==> src/rtl/rle_encoder.sv <==
// Quantizing zero-run-length encoder for serialized 8-coefficient DCT frames.
// Build option RLE_ROUND_EN selects round-half-up quantization instead of truncation.

module rle_encoder #(
  parameter int unsigned COEF_W    = 19,
  parameter int unsigned FRAME_LEN = 8,
  parameter int unsigned QSHIFT    = 6,
  parameter int unsigned VAL_W     = 8,
  parameter int unsigned RUN_W     = 3
) (
  input  logic              clk,
  input  logic              rst,
  input  logic              coef_valid,
  input  logic [COEF_W-1:0] coef_in,
  output logic              coef_ready,
  output logic              out_valid,
  input  logic              out_ready,
  output logic [RUN_W-1:0]  out_run,
  output logic [VAL_W-1:0]  out_val,
  output logic              out_eob,
  output logic              sat
);

  localparam int unsigned RUN_MAX = (1 << RUN_W) - 1;
  localparam int unsigned IDX_W   = (FRAME_LEN > 1) ? $clog2(FRAME_LEN) : 1;
  localparam int unsigned SUM_W   = COEF_W + 1;
  localparam int          QMAX_I  = (1 << (VAL_W - 1)) - 1;
  localparam int          QMIN_I  = -(1 << (VAL_W - 1));
  localparam logic signed [SUM_W-1:0] QMAX = SUM_W'(QMAX_I);
  localparam logic signed [SUM_W-1:0] QMIN = SUM_W'(QMIN_I);

  typedef enum logic {
    ACCEPT   = 1'b0,
    EOB_PEND = 1'b1
  } state_t;

  state_t             state, state_d;
  logic [IDX_W-1:0]   idx, idx_d;
  logic [RUN_W-1:0]   run_cnt, run_cnt_d;
  logic               valid_d, eob_d, sat_d;
  logic [RUN_W-1:0]   run_d;
  logic [VAL_W-1:0]   val_d;

  // Quantizer: arithmetic shift (optionally rounded) then clip to VAL_W
  logic signed [SUM_W-1:0] coef_ext;
  logic signed [SUM_W-1:0] q_wide;
  logic                    clip_hi, clip_lo;
  logic [VAL_W-1:0]        q_val;
  logic                    q_zero;

  assign coef_ext = SUM_W'($signed(coef_in));

`ifdef RLE_ROUND_EN
  localparam logic signed [SUM_W-1:0] HALF = SUM_W'(1) << (QSHIFT - 1);
  logic signed [SUM_W-1:0] round_sum;
  assign round_sum = coef_ext + HALF;
  assign q_wide    = round_sum >>> QSHIFT;
`else
  assign q_wide    = coef_ext >>> QSHIFT;
`endif

  assign clip_hi = (q_wide > QMAX);
  assign clip_lo = (q_wide < QMIN);
  assign q_val   = clip_hi ? VAL_W'(QMAX_I) :
                   clip_lo ? VAL_W'(QMIN_I) : q_wide[VAL_W-1:0];
  assign q_zero  = (q_val == '0);

  // Handshake and frame position
  logic accept, last, run_full, out_free;
  logic [RUN_W-1:0] eob_run;

  assign out_free   = !out_valid || out_ready;
  assign coef_ready = !rst && (state == ACCEPT) && out_free;
  assign accept     = coef_valid && coef_ready;
  assign last       = (idx == IDX_W'(FRAME_LEN - 1));
  assign run_full   = (run_cnt == RUN_W'(RUN_MAX));
  assign eob_run    = run_full ? run_cnt : run_cnt + 1'b1;

  // Next-state and token register load
  always_comb begin
    state_d   = state;
    idx_d     = idx;
    run_cnt_d = run_cnt;
    valid_d   = out_valid && !out_ready;
    run_d     = out_run;
    val_d     = out_val;
    eob_d     = out_eob;
    sat_d     = 1'b0;

    case (state)
      ACCEPT: begin
        if (accept) begin
          sat_d = clip_hi || clip_lo;
          if (last) begin
            idx_d     = '0;
            run_cnt_d = '0;
            valid_d   = 1'b1;
            if (!q_zero) begin
              run_d   = run_cnt;
              val_d   = q_val;
              eob_d   = 1'b0;
              state_d = EOB_PEND;
            end else begin
              run_d   = eob_run;
              val_d   = '0;
              eob_d   = 1'b1;
            end
          end else begin
            idx_d = idx + 1'b1;
            if (!q_zero) begin
              valid_d   = 1'b1;
              run_d     = run_cnt;
              val_d     = q_val;
              eob_d     = 1'b0;
              run_cnt_d = '0;
            end else if (run_full) begin
              // Escape token stands for RUN_MAX+1 zeros
              valid_d   = 1'b1;
              run_d     = RUN_W'(RUN_MAX);
              val_d     = '0;
              eob_d     = 1'b0;
              run_cnt_d = '0;
            end else begin
              run_cnt_d = run_cnt + 1'b1;
            end
          end
        end
      end
      EOB_PEND: begin
        if (out_free) begin
          valid_d = 1'b1;
          run_d   = '0;
          val_d   = '0;
          eob_d   = 1'b1;
          state_d = ACCEPT;
        end
      end
      default: state_d = ACCEPT;
    endcase
  end

  // State and output registers
  always_ff @(posedge clk or posedge rst) begin
    if (rst) begin
      state     <= ACCEPT;
      idx       <= '0;
      run_cnt   <= '0;
      out_valid <= 1'b0;
      out_run   <= '0;
      out_val   <= '0;
      out_eob   <= 1'b0;
      sat       <= 1'b0;
    end else begin
      state     <= state_d;
      idx       <= idx_d;
      run_cnt   <= run_cnt_d;
      out_valid <= valid_d;
      out_run   <= run_d;
      out_val   <= val_d;
      out_eob   <= eob_d;
      sat       <= sat_d;
    end
  end

endmodule

==> config.mk <==
export PLATFORM = sky130hd
export DESIGN_NAME = rle_encoder
export DESIGN_NICKNAME = d
export VERILOG_FILES = /design/src/rtl/rle_encoder.sv
export SDC_FILE = /design/constraint.sdc
export NUM_CORES = 1
export LEC_CHECK = 0
export CORE_MARGIN = 2
export CORE_UTILIZATION = 35
export CTS_BUF_LIST = sky130_fd_sc_hd__clkbuf_8
export DETAILED_ROUTE_END_ITERATION = 8
export GPL_ROUTABILITY_DRIVEN = 0
export PLACE_DENSITY = 0.75
export SYNTH_ARGS = -nofsm -noshare
export SYNTH_HDL_FRONTEND = slang
export SYNTH_SLANG_ARGS = --single-unit
export TNS_END_PERCENT = 100
==> constraint.sdc <==
create_clock -name clk -period 3.7 [get_ports clk]
set_input_delay 0.555 -clock clk [delete_from_list [all_inputs] [get_ports clk]]
set_output_delay 0.555 -clock clk [all_outputs]
set_load 0.02 [all_outputs]
## Word level (Yosys, flattened, before mapping)

Cells that the tools add are included.

- Logic and storage cells: 71
- Bits in registers: 21
- Input port bits: 23
- Output and inout bits: 15

- Order comparisons: 2
- Equality and inequality tests: 5
- Mux-type cells: 41
- Bitwise gates (word level): 1
- Add/sub/neg operators: 2
- Reductions and logical operators: 12

Operators by type and width:

| cell | count |
|---|---|
| 8-bit 2-to-1 mux | 8 |
| 3-bit 2-to-1 mux | 11 |
| 1-bit 2-to-1 mux | 17 |
| 8-bit case mux with 2 select lines | 1 |
| 13-bit by 8-bit > comparator with 1-bit output, second input constant | 1 |
| 13-bit by 8-bit less-than comparator with 1-bit output, second input constant | 1 |
| 8-bit logical NOT | 1 |
| 3-bit by 1-bit adder with 3-bit output, second input constant | 2 |
| 3-bit == test, second input constant | 2 |
| 1-bit case mux with 2 select lines | 3 |
| 3-bit case mux with 2 select lines | 1 |
| 1-bit logical AND | 4 |
| 4-bit != test, second input constant | 1 |
| 1-bit logical NOT | 3 |
| 3-bit AND reduction | 1 |
| 1-bit logical OR | 2 |
| 2-bit by 1-bit != test with 1-bit output, second input constant | 1 |
| 2-bit != test, second input constant | 1 |
| 2-bit AND reduction | 1 |
| 1-bit NOT | 1 |

## Longest topological paths before layout

- Depth after elaboration: 8
- Mapped depth: 7
- Mapped depth without buffers: 7

## Worst setup path before layout

OpenSTA, ideal clock, no wires.

- Kind: register -> register
- From: register idx[0]
- To: register out_valid
- Stages on the path, launching flop included: 7
- Path slack: 1982 ps
- Clock period less this slack: 1718 ps
- Library setup time: 131 ps
- Data arrival time: 1587 ps
- Path buffers: 1
- Cell sequence: dfrtp_1 -> ha_1 -> ha_1 -> clkbuf_1 -> nor2_1 -> a21oi_4 -> or3_1

- Word-level cells in the longest chain between the ends: 4

Ends and longest elaborated chain:

| element | RTL line | source |
|---|---|---|
| from (decl) | 38 | `logic [IDX_W-1:0] idx, idx_d;` |
| from (signal assigned) | 155 | `idx <= idx_d;` |
| 3-bit == test | 75 | `assign last = (idx == IDX_W'(FRAME_LEN - 1));` |
| 1-bit 2-to-1 mux | 94 | `if (last) begin` |
| 1-bit 2-to-1 mux | 92 | `if (accept) begin` |
| 1-bit case mux with 2 select lines | 90 | `case (state)` |
| net valid_d | 40 | `logic valid_d, eob_d, sat_d;` |
| to (signal assigned) | 157 | `out_valid <= valid_d;` |
| to (decl) | 16 | `output logic out_valid,` |

The timed path passes the listed nets, and every way through them passes these cells.
A chain may end at the register's enable or synchronous reset.

## Final worst setup path

- From: input out_ready
- To: output coef_ready

- Word-level cells in the longest chain between the ends: 2

Ends and longest elaborated chain:

| element | RTL line | source |
|---|---|---|
| from (decl) | 17 | `input logic out_ready,` |
| 1-bit logical OR | 72 | `assign out_free = !out_valid \|\| out_ready;` |
| 1-bit logical AND | 73 | `assign coef_ready = !rst && (state == ACCEPT) && out_free;` |
| to (decl) | 15 | `output logic coef_ready,` |

Every way passes these cells.

==> results.sh <==
export IMPL_area_growth_pct=32.0
export IMPL_grt_pass1_vias=1000
export IMPL_crit_family="buffers and inverters"
export IMPL_syn_avg_cell_area_um2=9.78
export IMPL_crit_type="input pin to output pin"
export IMPL_cp_slowest_cell="clkdlybuf4s50_1"
export IMPL_antenna_found_initial=0
export IMPL_clock_skew_ns=0.00239
export IMPL_period_minus_slack_ns=2.43
export IMPL_syn_nets=147
export IMPL_ys_ff_latch=21
export IMPL_status="finished clean"
export IMPL_worst_slew_pin_slew_ns=0.798
export IMPL_finalHoldViolCount=0
export IMPL_ys_seq_area_share_pct=45.6
export IMPL_cts_resized=0
export IMPL_critPathBufInv=2
export IMPL_die_area_um2=3770
export IMPL_grt_max_degree=22
export IMPL_multi_input_area_um2=549
export IMPL_core_rowCount=20
export IMPL_clkLatencyLatePin_ns=0.27
export IMPL_cts_root_buf="clkbuf_8"
export IMPL_hold_class="flip-flop to flip-flop"
export IMPL_power_density_nw_per_um2=431
export IMPL_power_w=0.000656
export IMPL_routed_wirelength_um=2500
export IMPL_layout_commonest_cell="clkdlybuf4s50_1"
export IMPL_rsz0062_at_grt="false"
export IMPL_p_leak_nw=0.655
export IMPL_ioPinCount=38
export IMPL_die_x_um=61.4
export IMPL_ys_types=30
export IMPL_cts_hold_repair_buffers=0
export IMPL_die_y_um=61.4
export IMPL_cp_arrival_ns=1.87
export IMPL_startpoint_type="input pin"
export IMPL_critPathMaxStageDelay_ns=0.62
export IMPL_final_cell_mix="clkdlybuf4s50_1, nand2_1, dfrtp_1"
export IMPL_yosysWarnings=0
export IMPL_crit_required_ns=3.14
export IMPL_post_route_period_util_pct=65.6
export IMPL_irDropWorstVdd_v=0.000201
export IMPL_drc=0
export IMPL_cts_sinks=21
export IMPL_cts_buffers=3
export IMPL_grt_pass1_wl_um=4260
export IMPL_setup_violations=0
export IMPL_n_fill_cell=318
export IMPL_synth_cells=118
export IMPL_coreArea_um2=3100
export IMPL_drt_pass1_iterations=3
export IMPL_tns_ns=0
export IMPL_regArea_um2=526
export IMPL_viasPerCell=4.91
export IMPL_htree_levels=1
export IMPL_max_cap_viol_count=0
export IMPL_cts_buffer_depth=2
export IMPL_worst_setup_path_end_kind="output pin"
export IMPL_cts_tree="yes"
export IMPL_path_max_fanout=6
export IMPL_fmax_mhz=412
export IMPL_crit_top_cell="clkdlybuf4s50_1"
export IMPL_antennaDiodeCount=0
export IMPL_hpwl_um=1900
export IMPL_slew_violations=0
export IMPL_detail_route_antenna_nets=0
export IMPL_track_usage_pct=15.5
export IMPL_numPortBuffers=31
export IMPL_detail_route_wl_per_cell_um=13.0
export IMPL_via_count=942
export IMPL_synth_area_um2=1150
export IMPL_path_clk_slew_ns=0.08
export IMPL_drive_gt1_share_pct=5.41
export IMPL_grt_ovfl_total=0
export IMPL_post_cts_buffers=0
export IMPL_start_util_pct=37.2
export IMPL_drtIter0Drc=11
export IMPL_crit_chain="clkdlybuf4s50_1, nor2b_4, nor3_1, clkdlybuf4s50_1"
export IMPL_nets=178
export IMPL_timing_slew_headroom_pct=46.8
metal layers:
| layer | track usage [%] | share of wire, % | wire length [um] |
|---|---|---|---|
| met3 | 3.78 | 5.0 | 124 |
| met2 | 28.4 | 51 | 1270 |
| met5 | 0 | 0 | 0 |
| met4 | 7.29 | 2.3 | 58 |
| met1 | 16.7 | 42 | 1060 |
cells by family after synthesis:
group	Yosys count	synth area share, %
simple gates	40	18.9
buf+inv	15	6.83
fa+ha+maj	6	6.51
mux	10	8.68
compound gates	26	13.6
flops	21	45.6
where the power goes:
part	internal, W	switching, W	leakage [nW]
clock network	0.0000743	0.0000788	0.0269
logic	0.000102	0.000106	0.356
registers	0.000271	0.0000246	0.272
tightest hold or removal path, cell delays in order (launching register included):
cell and delay [ns]:
dfrtp_1 0.36, nand2_1 0.05, nand2_1 0.06
sequential cells by signal, indices dropped and copies added (netlist names):
signal and count:
run_cnt 3, idx 3, out_valid 1, state 1, out_run 3, out_eob 1
sat 1, out_val 8
final timing paths:
kind                            from         end  slack, ns  depth (start not counted)
min                           idx[2]      idx[2]       0.49                          2
max reg2reg                   idx[0]   out_valid       1.75                          5
max                        out_ready  coef_ready       1.27                          4
max in group asynchronous        rst  run_cnt[1]       2.36                          2
min in group asynchronous        rst      idx[2]       0.85                          2
min reg2reg                   idx[2]      idx[2]       0.49                          2
Yosys cell counts (all sizes together):
cell	instances	area (um^2)
a31oi	1	6.26
o21ai	10	50.1
ha	6	75.1
inv	10	37.5
nor4b	1	15.0
nor2	1	3.75
a21o	2	15.0
or2b	1	7.51
nor2b	2	20.0
nand2b	1	6.26
and4	1	8.76
dfrtp	21	526
or3	1	6.26
nand2	23	86.3
o211ai	1	7.51
clkbuf	2	7.51
o22ai	5	31.3
a21oi	7	46.3
mux2i	10	100
nand3	3	15.0
nor3	2	10.0
or4b	1	13.8
buf	3	33.8
nor4	3	25.0
final cells by class:
| cell class | count | share of cell area, % |
|---|---|---|
| clock buffer | 3 | 2.71 |
| clock inverter | 1 | 0.247 |
| inverter | 10 | 2.47 |
| multi-input combinational | 82 | 36.1 |
| sequential | 21 | 34.5 |
| tap | 44 | 3.62 |
| timing repair buffer | 31 | 20.4 |
per-stage QoR:
stage	worst slack, ns	std cells	util, %	area [um^2]	hold WS [ns]
3_5_place_dp	1.16	188	47.6	1480	0.474
5_1_grt	1.22	192	49.1	1520	0.534
2_1_floorplan	1.98	118	-	1150	0.448
3_3_place_gp	1.21	188	47.6	1480	0.464
6_report	1.27	192	49.1	1520	0.492
4_1_cts	1.26	192	49.1	1520	0.492
Note: power is estimated with default switching activity, not from simulation.
